File: config.mk
export PLATFORM = sky130hd
export DESIGN_NAME = mem_access_stage
export DESIGN_NICKNAME = d
export VERILOG_FILES = /design/src/rtl/mem_access_stage.sv
export SDC_FILE = /design/constraint.sdc
export NUM_CORES = 1
export LEC_CHECK = 0
export BUFFER_PORTS_ARGS = -buffer_cell sky130_fd_sc_hd__buf_2
export CAP_MARGIN = 20
export CORE_ASPECT_RATIO = 1.25
export CORE_MARGIN = 3
export CORE_UTILIZATION = 31
export DETAILED_ROUTE_END_ITERATION = 7
export HOLD_SLACK_MARGIN = 0.02
export PLACE_DENSITY_LB_ADDON = 0.25
export SLEW_MARGIN = 15
export SYNTH_ARGS = -nofsm -noshare
export SYNTH_HDL_FRONTEND = slang
export SYNTH_SLANG_ARGS = --single-unit
File: constraint.sdc
create_clock -name clk -period 3.8 [get_ports clk]
set_input_delay 0.19 -clock clk [delete_from_list [all_inputs] [get_ports clk]]
set_output_delay 0.19 -clock clk [all_outputs]
set_load 0.01 [all_outputs]
File: src/rtl/mem_access_stage.sv
// -----------------------------------------------------------------------------
// mem_access_stage
//   Consumer side of the EX/MEM pipeline register. Performs the single data
//   memory transaction of a load/store over a req/ack handshake, stalls the
//   upstream pipeline while that transaction is outstanding, and drives the
//   single register-file writeback port (ALU result, loaded data, or the
//   updated base register).
//
// Optional feature macro: MEM_TIMEOUT_EN
//   Defined   -> REQ gives up after TIMEOUT_CYCLES cycles without ack,
//                pulses mem_fault for one cycle and performs no writeback.
//   Undefined -> REQ waits for ack indefinitely; mem_fault is tied 0.
//
// Ports
//   clk, reset         clock; synchronous active-high reset
//   valid_in .. alu_result_in   registered EX/MEM fields (sampled in IDLE only)
//   stall_o            hold EX/MEM contents (state != IDLE)
//   dmem_req/we/addr/be/wdata   data memory request side
//   dmem_ack/rdata     data memory response (rdata valid with ack)
//   wb_valid/wb_rd/wb_data      register-file writeback, one cycle per write
//   mem_fault          one-cycle timeout pulse
//
// Handshake: dmem_req is high for every cycle the FSM sits in REQ, and all
// dmem_* request fields stay constant during that time. A transfer completes
// on the first rising edge where dmem_req and dmem_ack are both high;
// dmem_rdata is taken on that same edge. dmem_req drops on the following
// cycle, so back-to-back accesses are always separated by an IDLE cycle.
// dmem_ack seen outside REQ is ignored.
// -----------------------------------------------------------------------------
module mem_access_stage #(
  parameter int TIMEOUT_CYCLES = 16
) (
  input  logic        clk,
  input  logic        reset,
  input  logic        valid_in,
  input  logic        mem_en_in,
  input  logic        load_store_in,
  input  logic        byte_word_in,
  input  logic        pre_post_in,
  input  logic        write_back_in,
  input  logic        reg_write_in,
  input  logic [3:0]  rd_in,
  input  logic [3:0]  rn_in,
  input  logic [31:0] base_in,
  input  logic [31:0] addr_final_in,
  input  logic [31:0] store_data_in,
  input  logic [31:0] alu_result_in,
  output logic        stall_o,
  output logic        dmem_req,
  output logic        dmem_we,
  output logic [31:0] dmem_addr,
  output logic [3:0]  dmem_be,
  output logic [31:0] dmem_wdata,
  input  logic        dmem_ack,
  input  logic [31:0] dmem_rdata,
  output logic        wb_valid,
  output logic [3:0]  wb_rd,
  output logic [31:0] wb_data,
  output logic        mem_fault
);

  typedef enum logic [1:0] {
    ST_IDLE = 2'd0,
    ST_REQ  = 2'd1,
    ST_BASE = 2'd2
  } state_e;

  // state_q is the FSM state visible to checkers
  state_e      state_q, state_d;

  // Latched transaction fields
  logic        load_q, load_d;
  logic        byte_q, byte_d;
  logic        wbk_q, wbk_d;
  logic [3:0]  rd_q, rd_d;
  logic [3:0]  rn_q, rn_d;
  logic [31:0] ea_q, ea_d;
  logic [31:0] af_q, af_d;
  logic [31:0] sd_q, sd_d;

  // Writeback / fault registers
  logic        wb_valid_q, wb_valid_d;
  logic [3:0]  wb_rd_q, wb_rd_d;
  logic [31:0] wb_data_q, wb_data_d;
  logic        mem_fault_q, mem_fault_d;

  logic        launch;
  logic        timeout;
  logic [31:0] rdata_shift;

  assign launch = valid_in && mem_en_in;

`ifdef MEM_TIMEOUT_EN
  localparam int CW = (TIMEOUT_CYCLES < 2) ? 1 : $clog2(TIMEOUT_CYCLES);
  logic [CW-1:0] cnt_q, cnt_d;

  // Fires on the TIMEOUT_CYCLES-th REQ cycle without ack; ack wins on that cycle.
  assign timeout = (state_q == ST_REQ) && !dmem_ack &&
                   (cnt_q == CW'(TIMEOUT_CYCLES - 1));

  always_ff @(posedge clk) begin
    if (reset) cnt_q <= '0;
    else       cnt_q <= cnt_d;
  end

  always_comb begin
    cnt_d = cnt_q;
    if (state_q == ST_IDLE && launch)        cnt_d = '0;
    else if (state_q == ST_REQ && !dmem_ack) cnt_d = cnt_q + 1'b1;
  end
`else
  logic [31:0] timeout_unused;
  assign timeout_unused = 32'(TIMEOUT_CYCLES);
  assign timeout        = 1'b0;
`endif

  // ---------------------------------------------------------------------------
  // State and data registers
  // ---------------------------------------------------------------------------
  always_ff @(posedge clk) begin
    if (reset) begin
      state_q     <= ST_IDLE;
      load_q      <= 1'b0;
      byte_q      <= 1'b0;
      wbk_q       <= 1'b0;
      rd_q        <= '0;
      rn_q        <= '0;
      ea_q        <= '0;
      af_q        <= '0;
      sd_q        <= '0;
      wb_valid_q  <= 1'b0;
      wb_rd_q     <= '0;
      wb_data_q   <= '0;
      mem_fault_q <= 1'b0;
    end else begin
      state_q     <= state_d;
      load_q      <= load_d;
      byte_q      <= byte_d;
      wbk_q       <= wbk_d;
      rd_q        <= rd_d;
      rn_q        <= rn_d;
      ea_q        <= ea_d;
      af_q        <= af_d;
      sd_q        <= sd_d;
      wb_valid_q  <= wb_valid_d;
      wb_rd_q     <= wb_rd_d;
      wb_data_q   <= wb_data_d;
      mem_fault_q <= mem_fault_d;
    end
  end

  // ---------------------------------------------------------------------------
  // Next-state logic
  // ---------------------------------------------------------------------------
  always_comb begin
    state_d = state_q;
    unique case (state_q)
      ST_IDLE: if (launch) state_d = ST_REQ;
      ST_REQ: begin
        if (dmem_ack) begin
          // A load into the base register keeps the loaded value; the base
          // update is dropped.
          if (load_q) state_d = (wbk_q && (rn_q != rd_q)) ? ST_BASE : ST_IDLE;
          else        state_d = wbk_q ? ST_BASE : ST_IDLE;
        end else if (timeout) begin
          state_d = ST_IDLE;
        end
      end
      ST_BASE: state_d = ST_IDLE;
      default: state_d = ST_IDLE;
    endcase
  end

  // ---------------------------------------------------------------------------
  // Output / datapath logic
  // ---------------------------------------------------------------------------
  assign rdata_shift = dmem_rdata >> {ea_q[1:0], 3'b000};

  always_comb begin
    load_d      = load_q;
    byte_d      = byte_q;
    wbk_d       = wbk_q;
    rd_d        = rd_q;
    rn_d        = rn_q;
    ea_d        = ea_q;
    af_d        = af_q;
    sd_d        = sd_q;
    wb_valid_d  = 1'b0;
    wb_rd_d     = wb_rd_q;
    wb_data_d   = wb_data_q;
    mem_fault_d = 1'b0;

    unique case (state_q)
      ST_IDLE: begin
        if (launch) begin
          load_d = load_store_in;
          byte_d = byte_word_in;
          wbk_d  = write_back_in;
          rd_d   = rd_in;
          rn_d   = rn_in;
          ea_d   = pre_post_in ? addr_final_in : base_in;
          af_d   = addr_final_in;
          sd_d   = store_data_in;
        end else if (valid_in && reg_write_in) begin
          wb_valid_d = 1'b1;
          wb_rd_d    = rd_in;
          wb_data_d  = alu_result_in;
        end
      end
      ST_REQ: begin
        if (dmem_ack && load_q) begin
          wb_valid_d = 1'b1;
          wb_rd_d    = rd_q;
          wb_data_d  = byte_q ? {24'h0, rdata_shift[7:0]} : dmem_rdata;
        end
        mem_fault_d = timeout;
      end
      ST_BASE: begin
        wb_valid_d = 1'b1;
        wb_rd_d    = rn_q;
        wb_data_d  = af_q;
      end
      default: ;
    endcase
  end

  // Memory request fields are decoded from registered state, so they are
  // glitch-free and constant for the whole REQ residency.
  always_comb begin
    stall_o    = (state_q != ST_IDLE);
    dmem_req   = (state_q == ST_REQ);
    dmem_we    = 1'b0;
    dmem_addr  = '0;
    dmem_be    = '0;
    dmem_wdata = '0;
    if (dmem_req) begin
      dmem_we    = !load_q;
      dmem_addr  = {ea_q[31:2], 2'b00};
      dmem_be    = byte_q ? (4'b0001 << ea_q[1:0]) : 4'hF;
      dmem_wdata = byte_q ? {4{sd_q[7:0]}} : sd_q;
    end
  end

  assign wb_valid  = wb_valid_q;
  assign wb_rd     = wb_rd_q;
  assign wb_data   = wb_data_q;
  assign mem_fault = mem_fault_q;

endmodule

==> out/qor.yml, run 1 <==
outcome: "finished clean"
setup_viol: 0
yosysTopAreaCellShare: 0.4139
slowest_stage: "buf_4"
p_total_uw: 4048
most-common-layout-cells: "282 x buf_2, 187 x nand2_1, 146 x dfxtp_1"
io_buffers: 283
cp-end-kind: "output pin"
max-cap-violations: 0
crit_chain: "inv_1, ha_2, buf_4, and2_1, buf_2"
cts_sinks: 146
dp_hpwl_mm: 18.72
yosysSeqAreaShare: 0.4139
track_usage: 0.2037
fp.dieW_um: 141.0
synth-seq-cells: 146
grt_max_degree: 66
cts_root_buf: "clkbuf_16"
vias: 7241
core_area_mm2: 0.02229
min_to: "rd_q[1]$_SDFFE_PP0N_"
synthTopCellsByArea: "dfxtp_1 41%, nand2_1 10%, a21oi_1 7.9%"
min_period_ns: 2.615
r2r.worst_path.cells: 6
fp-row-count: 61
synth.avg_cell_area_um2: 8.052
gr-total-overflow: 0
ff_latch_area_mm2: 0.002923
synth_area_leader_cell: "dfxtp_1"
drt_pass1_iterations: 5
yosysUniqueCellTypes: 35
finalCritPeriodShare: 0.6880
arrival_ns: 2.42
ios: 287
cts_tree: "built"
antenna_cells: 0
tns_ns: 0
peakVddDrop_v: 0.0003130
crit_family: "buffers and inverters"
globalplace.congestion: 0.7945
grt_pass1_vias: 7136
initial_core_util: 0.3169
numCtsBuffers: 17
slew_headroom: 0.2992
r2r_end: "wb_data[30]$_SDFFE_PP0P_"
hold_class: "in2reg"
fillCellCount: 2330
p_leak_uw: 0.004222
worst_pin_slew_ns: 1.051
rsz0062_at_grt: "false"
slew_viol_final: 0
synth_area_mm2: 0.007062
drc: 0
crit_buf_inv: 3
dieHeight_um: 174.7
wirelength_mm: 25.75
syn_to_final_growth_pct: 37.35
ys_warn_count: 0
multi_input_area_mm2: 0.003770
drt-initial-drc-count: 369
hold_depth: 3
synthCells: 877
hold_start: "rd_in[1]"
path_clk_slew_ns: 0.07
layout.nets: 1344
routed_via_density: 4.966
ant_nets: 0
rrSetupSlack_ns: 1.35
cp.required_ns: 3.61
grt_pass1_wl_mm: 39.21
p_per_area_mw_per_mm2: 417.3
worstSetupStartpointType: "flop"
dieArea_mm2: 0.02464
cp_slowest_stage_delay_ns: 0.53
wl_per_cell_um: 17.66
hold_viol: 0
drive_above_1_share: 0.2936
antenna_found_initial: 1
cts.repair.resized: 0
path_class: "reg2out"
clockBufferDepth: 2
final_common_cell: "buf_2"
fmax_mhz: 382.5
clock_skew_ns: 0.01306
clkLatencyLatePin_ns: 0.43
cts_htree_levels: 4
r2r-start: "state_q[1]$_SDFFE_PP0P_"
path_max_fanout: 62
## through the flow
stage               worst slack, ns  hold WS, ns  cells  area, µm²    util
finish                        1.185      0.03750   1458       9699  0.4352
global route                 0.9697      0.03673   1458       9699  0.4352
CTS                           1.135      0.02284   1458       9699  0.4352
detailed placement            1.369       0.4352   1375       8594  0.3856
global placement              1.422       0.4298   1375       8594  0.3856
floorplan                     1.996       0.3260    879       7069       -
## synth_stat cells, drive strengths merged
library cell / count
a21boi: 27
nor2b: 2
nand2: 188
dfxtp: 146
a211oi: 48
o41ai: 8
and2: 40
a21oi: 112
a31oi: 1
and3: 1
clkbuf: 47
inv: 3
a22oi: 29
conb: 1
buf: 37
nand2b: 27
o211ai: 4
nor3: 1
nor2: 67
mux2i: 40
o21ai: 3
ha: 4
a311o: 1
xor2: 3
nand3b: 9
xnor2: 1
nor3b: 1
a221oi: 1
a22o: 24
a221o: 1
## metal layers
layer	part of all wire	vias up	GRT usage
met3	0.062	34	0.04599
met2	0.52	251	0.3692
met5	0.00035	-	0
met4	0.026	2	0.06987
met1	0.39	3358	0.2341
li1	-	3596	-
## worst register-to-register path, cell delays in order (launching register included)
cell and delay (ns):
dfxtp_1 0.38, inv_1 0.08, ha_2 0.30, a221o_1 0.37, buf_4 0.22, nor2_2 0.77
a22o_1 0.27
## where the power goes
part           switching (µW)  internal, µW  total, µW
combinational             346           282        628
sequential               68.0          1630       1690
clock                     740           987       1730
## worst max-delay path by stage
stage / start / end / slack (ns) / cells past startpoint
after floorplan: state_q[1]$_SDFFE_PP0P_ / dmem_be[2] / 2.00 / 6
after global placement: state_q[1]$_SDFFE_PP0P_ / wb_data[30]$_SDFFE_PP0P_ / 1.42 / 6
after detailed placement: state_q[1]$_SDFFE_PP0P_ / wb_data[30]$_SDFFE_PP0P_ / 1.37 / 6
after CTS: state_q[1]$_SDFFE_PP0P_ / dmem_be[0] / 1.14 / 5
after global routing: state_q[1]$_SDFFE_PP0P_ / dmem_be[0] / 0.97 / 5
final: state_q[1]$_SDFFE_PP0P_ / dmem_be[0] / 1.19 / 5
## logic make-up (layout without fill, tap and decap cells)
| family | after synthesis | after routing | share of synthesized area |
|---|---|---|---|
| simple gates | 336 | 336 | 0.2114 |
| compound gates | 259 | 259 | 0.2504 |
| flops | 146 | 146 | 0.4139 |
| buf+inv | 87 | 383 | 0.05510 |
| mux | 40 | 40 | 0.05670 |
| fa+ha+maj | 4 | 4 | 0.007087 |
| xor+xnor | 4 | 4 | 0.004962 |
| other cells | 1 | 3 | 0.0005310 |
## final cells by class
class                      count  share of cell area
clock buffer                  17             0.04386
clock inverter                15             0.01741
inverter                       3            0.001161
multi-input combinational    646              0.3887
sequential                   146              0.3013
tap                          283             0.03651
timing repair buffer         348              0.2110
## timing repair
action / in CTS / in global routing
setup buffers: 0 / 0
hold buffers: 51 / 0
endpoints found under the hold margin: 51 / 0
## flip-flops by register name, summed over array words and instances, names as in the netlist
| register | flops |
|---|---|
| rn_q | 4 |
| load_q | 1 |
| rd_q | 4 |
| byte_q | 1 |
| af_q | 32 |
| sd_q | 32 |
| wb_rd | 4 |
| wbk_q | 1 |
| wb_data | 32 |
| ea_q | 32 |
| wb_valid | 1 |
| state_q | 2 |
Note: power is estimated with default switching activity, not from simulation.
==> run 2, diff against run 1 <==
- clock period: 3.8 -> 2.6 ns (I/O delays scaled with it)
==> run 2 against run 1 <==
Sequential cell count unchanged; first-iteration DRC count is 11% lower; clock power is 55% higher; global-route usage is 0.34 points lower; wire length decreased by 1.4%; combinational power up 52%; cell count grew 1.6%; register-to-register slack got worse by 0.76 ns; via count increased by 0.19%; critical endpoint is now dmem_wdata[26]; largest power group unchanged; highest routed layer unchanged.
==> out/qor.yml, run 2 (same netlist as run 1, synthesis figures left out) <==
antenna_found_initial: 1  # unchanged
cts.repair.resized: 0  # unchanged
cts_sinks: 146  # unchanged
power_switching_uw: 1655  # +44%
grt_pass1_wl_mm: 38.81  # -1.0%
path_clk_slew_ns: 0.07  # about the same
crit_family: "buffers and inverters"
ios: 287  # unchanged
cts_htree_levels: 4  # unchanged
postCtsSetupRepairBufs: 0  # unchanged
switching_share: 0.2709  # -0.01391
most-common-layout-cells: "282 x buf_2, 187 x nand2_1, 146 x dfxtp_1"
p_leak_uw: 0.004348  # +3.0%
drt_pass1_iterations: 5  # unchanged
final_common_cell: "buf_2"
fillCellCount: 2268  # -2.7%
fmax_mhz: 433.4
clockBufferDepth: 2  # unchanged
combPwrFrac: 0.157  # +0.002
cp.required_ns: 2.47  # -1.14 ns
path_max_fanout: 70  # +13%
core_area_mm2: 0.02229  # unchanged
arrival_ns: 2.18  # -0.24 ns
path_class: "reg2out"
dieArea_mm2: 0.02464  # unchanged
slew_viol_final: 0  # unchanged
fin_util: 0.4495  # +0.01432
p_per_area_mw_per_mm2: 609.9  # +46%
io_buffers: 283  # unchanged
outcome: "finished clean"
place_inst: 1376  # +0.073%
layout.nets: 1367  # +1.7%
worst_slack_ns: 0.2928  # -0.8927 ns
numCtsBuffers: 17  # unchanged
final_cells: 1481  # +1.6%
clkLatencyLatePin_ns: 0.42  # about the same
dp_slack_ns: 0.6367  # -0.7326 ns
dieHeight_um: 174.7  # unchanged
clock_skew_ns: 0.009695  # -0.003370 ns
drt-initial-drc-count: 330  # -11%
peakVddDrop_v: 0.0004054  # +30%
crit_chain: "inv_1, ha_2, buf_4, a21boi_0, buf_2"
worst_pin_slew_ns: 0.9934  # -0.05777 ns
cp_slowest_stage_delay_ns: 0.53  # about the same
p_int_uw: 4454  # +54%
pwr-share-clk: 0.440  # +0.013
slew_headroom: 0.3370  # +0.03780
p_total_uw: 6110  # +51%
tns_ns: 0  # unchanged
vias: 7255  # +0.19%
gr-total-overflow: 0  # unchanged
cts_tree: "built"
hold_viol: 0  # unchanged
rsz0062_at_grt: "false"
grt_pass1_vias: 7126  # -0.14%
cp-end-kind: "output pin"
initial_core_util: 0.3169  # unchanged
slowest_stage: "buf_4"
globalplace.congestion: 0.8368  # +5.3%
setup_viol: 0  # unchanged
drc: 0  # unchanged
drive_above_1_share: 0.2888  # -0.004802
grt_max_degree: 111  # +68%
wl_per_cell_um: 17.15  # -2.9%
dp_hpwl_mm: 18.35  # -2.0%
crit_buf_inv: 3  # unchanged
max-cap-violations: 0  # unchanged
ant_nets: 0  # unchanged
syn_to_final_growth_pct: 41.87
cts_root_buf: "clkbuf_16"
fp-row-count: 61  # unchanged
finalCritPeriodShare: 0.8874
antenna_cells: 0  # unchanged
hold_class: "in2reg"
routed_via_density: 4.899  # -1.4%
fp.dieW_um: 141.0  # unchanged
track_usage: 0.2003  # -0.003401
wirelength_mm: 25.40  # -1.4%
pwr-share-seq: 0.403  # -0.015
min_period_ns: 2.307
worstSetupStartpointType: "flop"
run 2: cell count changes in the layout (fill, tap and decap cells not counted):
cell	before	now
inv_6	6	5
bufinv_16	2	4
inv_8	2	1
clkinv_8	0	1
dlygate4sd3_1	51	73
buf_12	1	4
clkinvlp_4	2	3
buf_4	14	12
clkinv_2	2	0
run 2: layout make-up:
| cell class | instances | area (µm²) | area share |
|---|---|---|---|
| multi-input combinational | 646 | 3770 | 0.3763 |
| sequential | 146 | 2923 | 0.2917 |
| timing repair buffer | 371 | 2312 | 0.2308 |
| clock buffer | 17 | 425.4 | 0.04246 |
| tap | 283 | 354.1 | 0.03534 |
| clock inverter | 15 | 222.7 | 0.02223 |
| inverter | 3 | 11.26 | 0.001124 |
run 2: tightest hold or removal path: cells and delay by family:
| family | cells | cell delay (ns) |
|---|---|---|
| buf+inv | 1 | 0.12 |
| simple gates | 1 | 0.08 |
| compound gates | 1 | 0.06 |
run 2: power groups by stage:
stage	clock network, µW	logic (µW)	registers [µW]
3_5_place_dp	0	879	2510
3_3_place_gp	0	874	2510
4_1_cts	2760	968	2460
6_report	2690	957	2460
2_1_floorplan	0	513	2500
5_1_grt	2850	1060	2480
run 2: stage by stage:
step                      area, µm²  hold WS (ns)
after floorplan                7069        0.2660
after global placement         8640        0.3717
after detailed placement       8640        0.3756
after CTS                     10020       0.02041
after global routing          10020       0.02698
final                         10020       0.01983
run 2: path summary, 6_finish.rpt:
| check | from | end | slack, ns | depth (start not counted) |
|---|---|---|---|---|
| worst max-delay path | state_q[1]$_SDFFE_PP0P_ | dmem_wdata[26] | 0.29 | 5 |
| worst min-delay path | addr_final_in[5] | af_q[5]$_SDFFE_PP0N_ | 0.02 | 3 |
| worst max register to register | state_q[1]$_SDFFE_PP0P_ | wb_data[9]$_SDFFE_PP0P_ | 0.59 | 5 |
| worst min register to register | wb_rd[1]$_SDFFE_PP0P_ | wb_rd[1]$_SDFFE_PP0P_ | 0.45 | 2 |
run 2: repair_timing:
action | in CTS | in global routing
endpoints found under the hold margin | 73 | 0
hold buffers | 73 | 0
endpoints found under the setup margin | 0 | 0
run 2: metal layers:
| metal | vias to the layer above | global-route usage | part of all wire |
|---|---|---|---|
| li1 | 3638 | - | - |
| met1 | 3355 | 0.2310 | 0.40 |
| met2 | 234 | 0.3682 | 0.52 |
| met3 | 26 | 0.04106 | 0.061 |
| met4 | 2 | 0.06260 | 0.020 |
| met5 | - | 0 | 0.00051 |
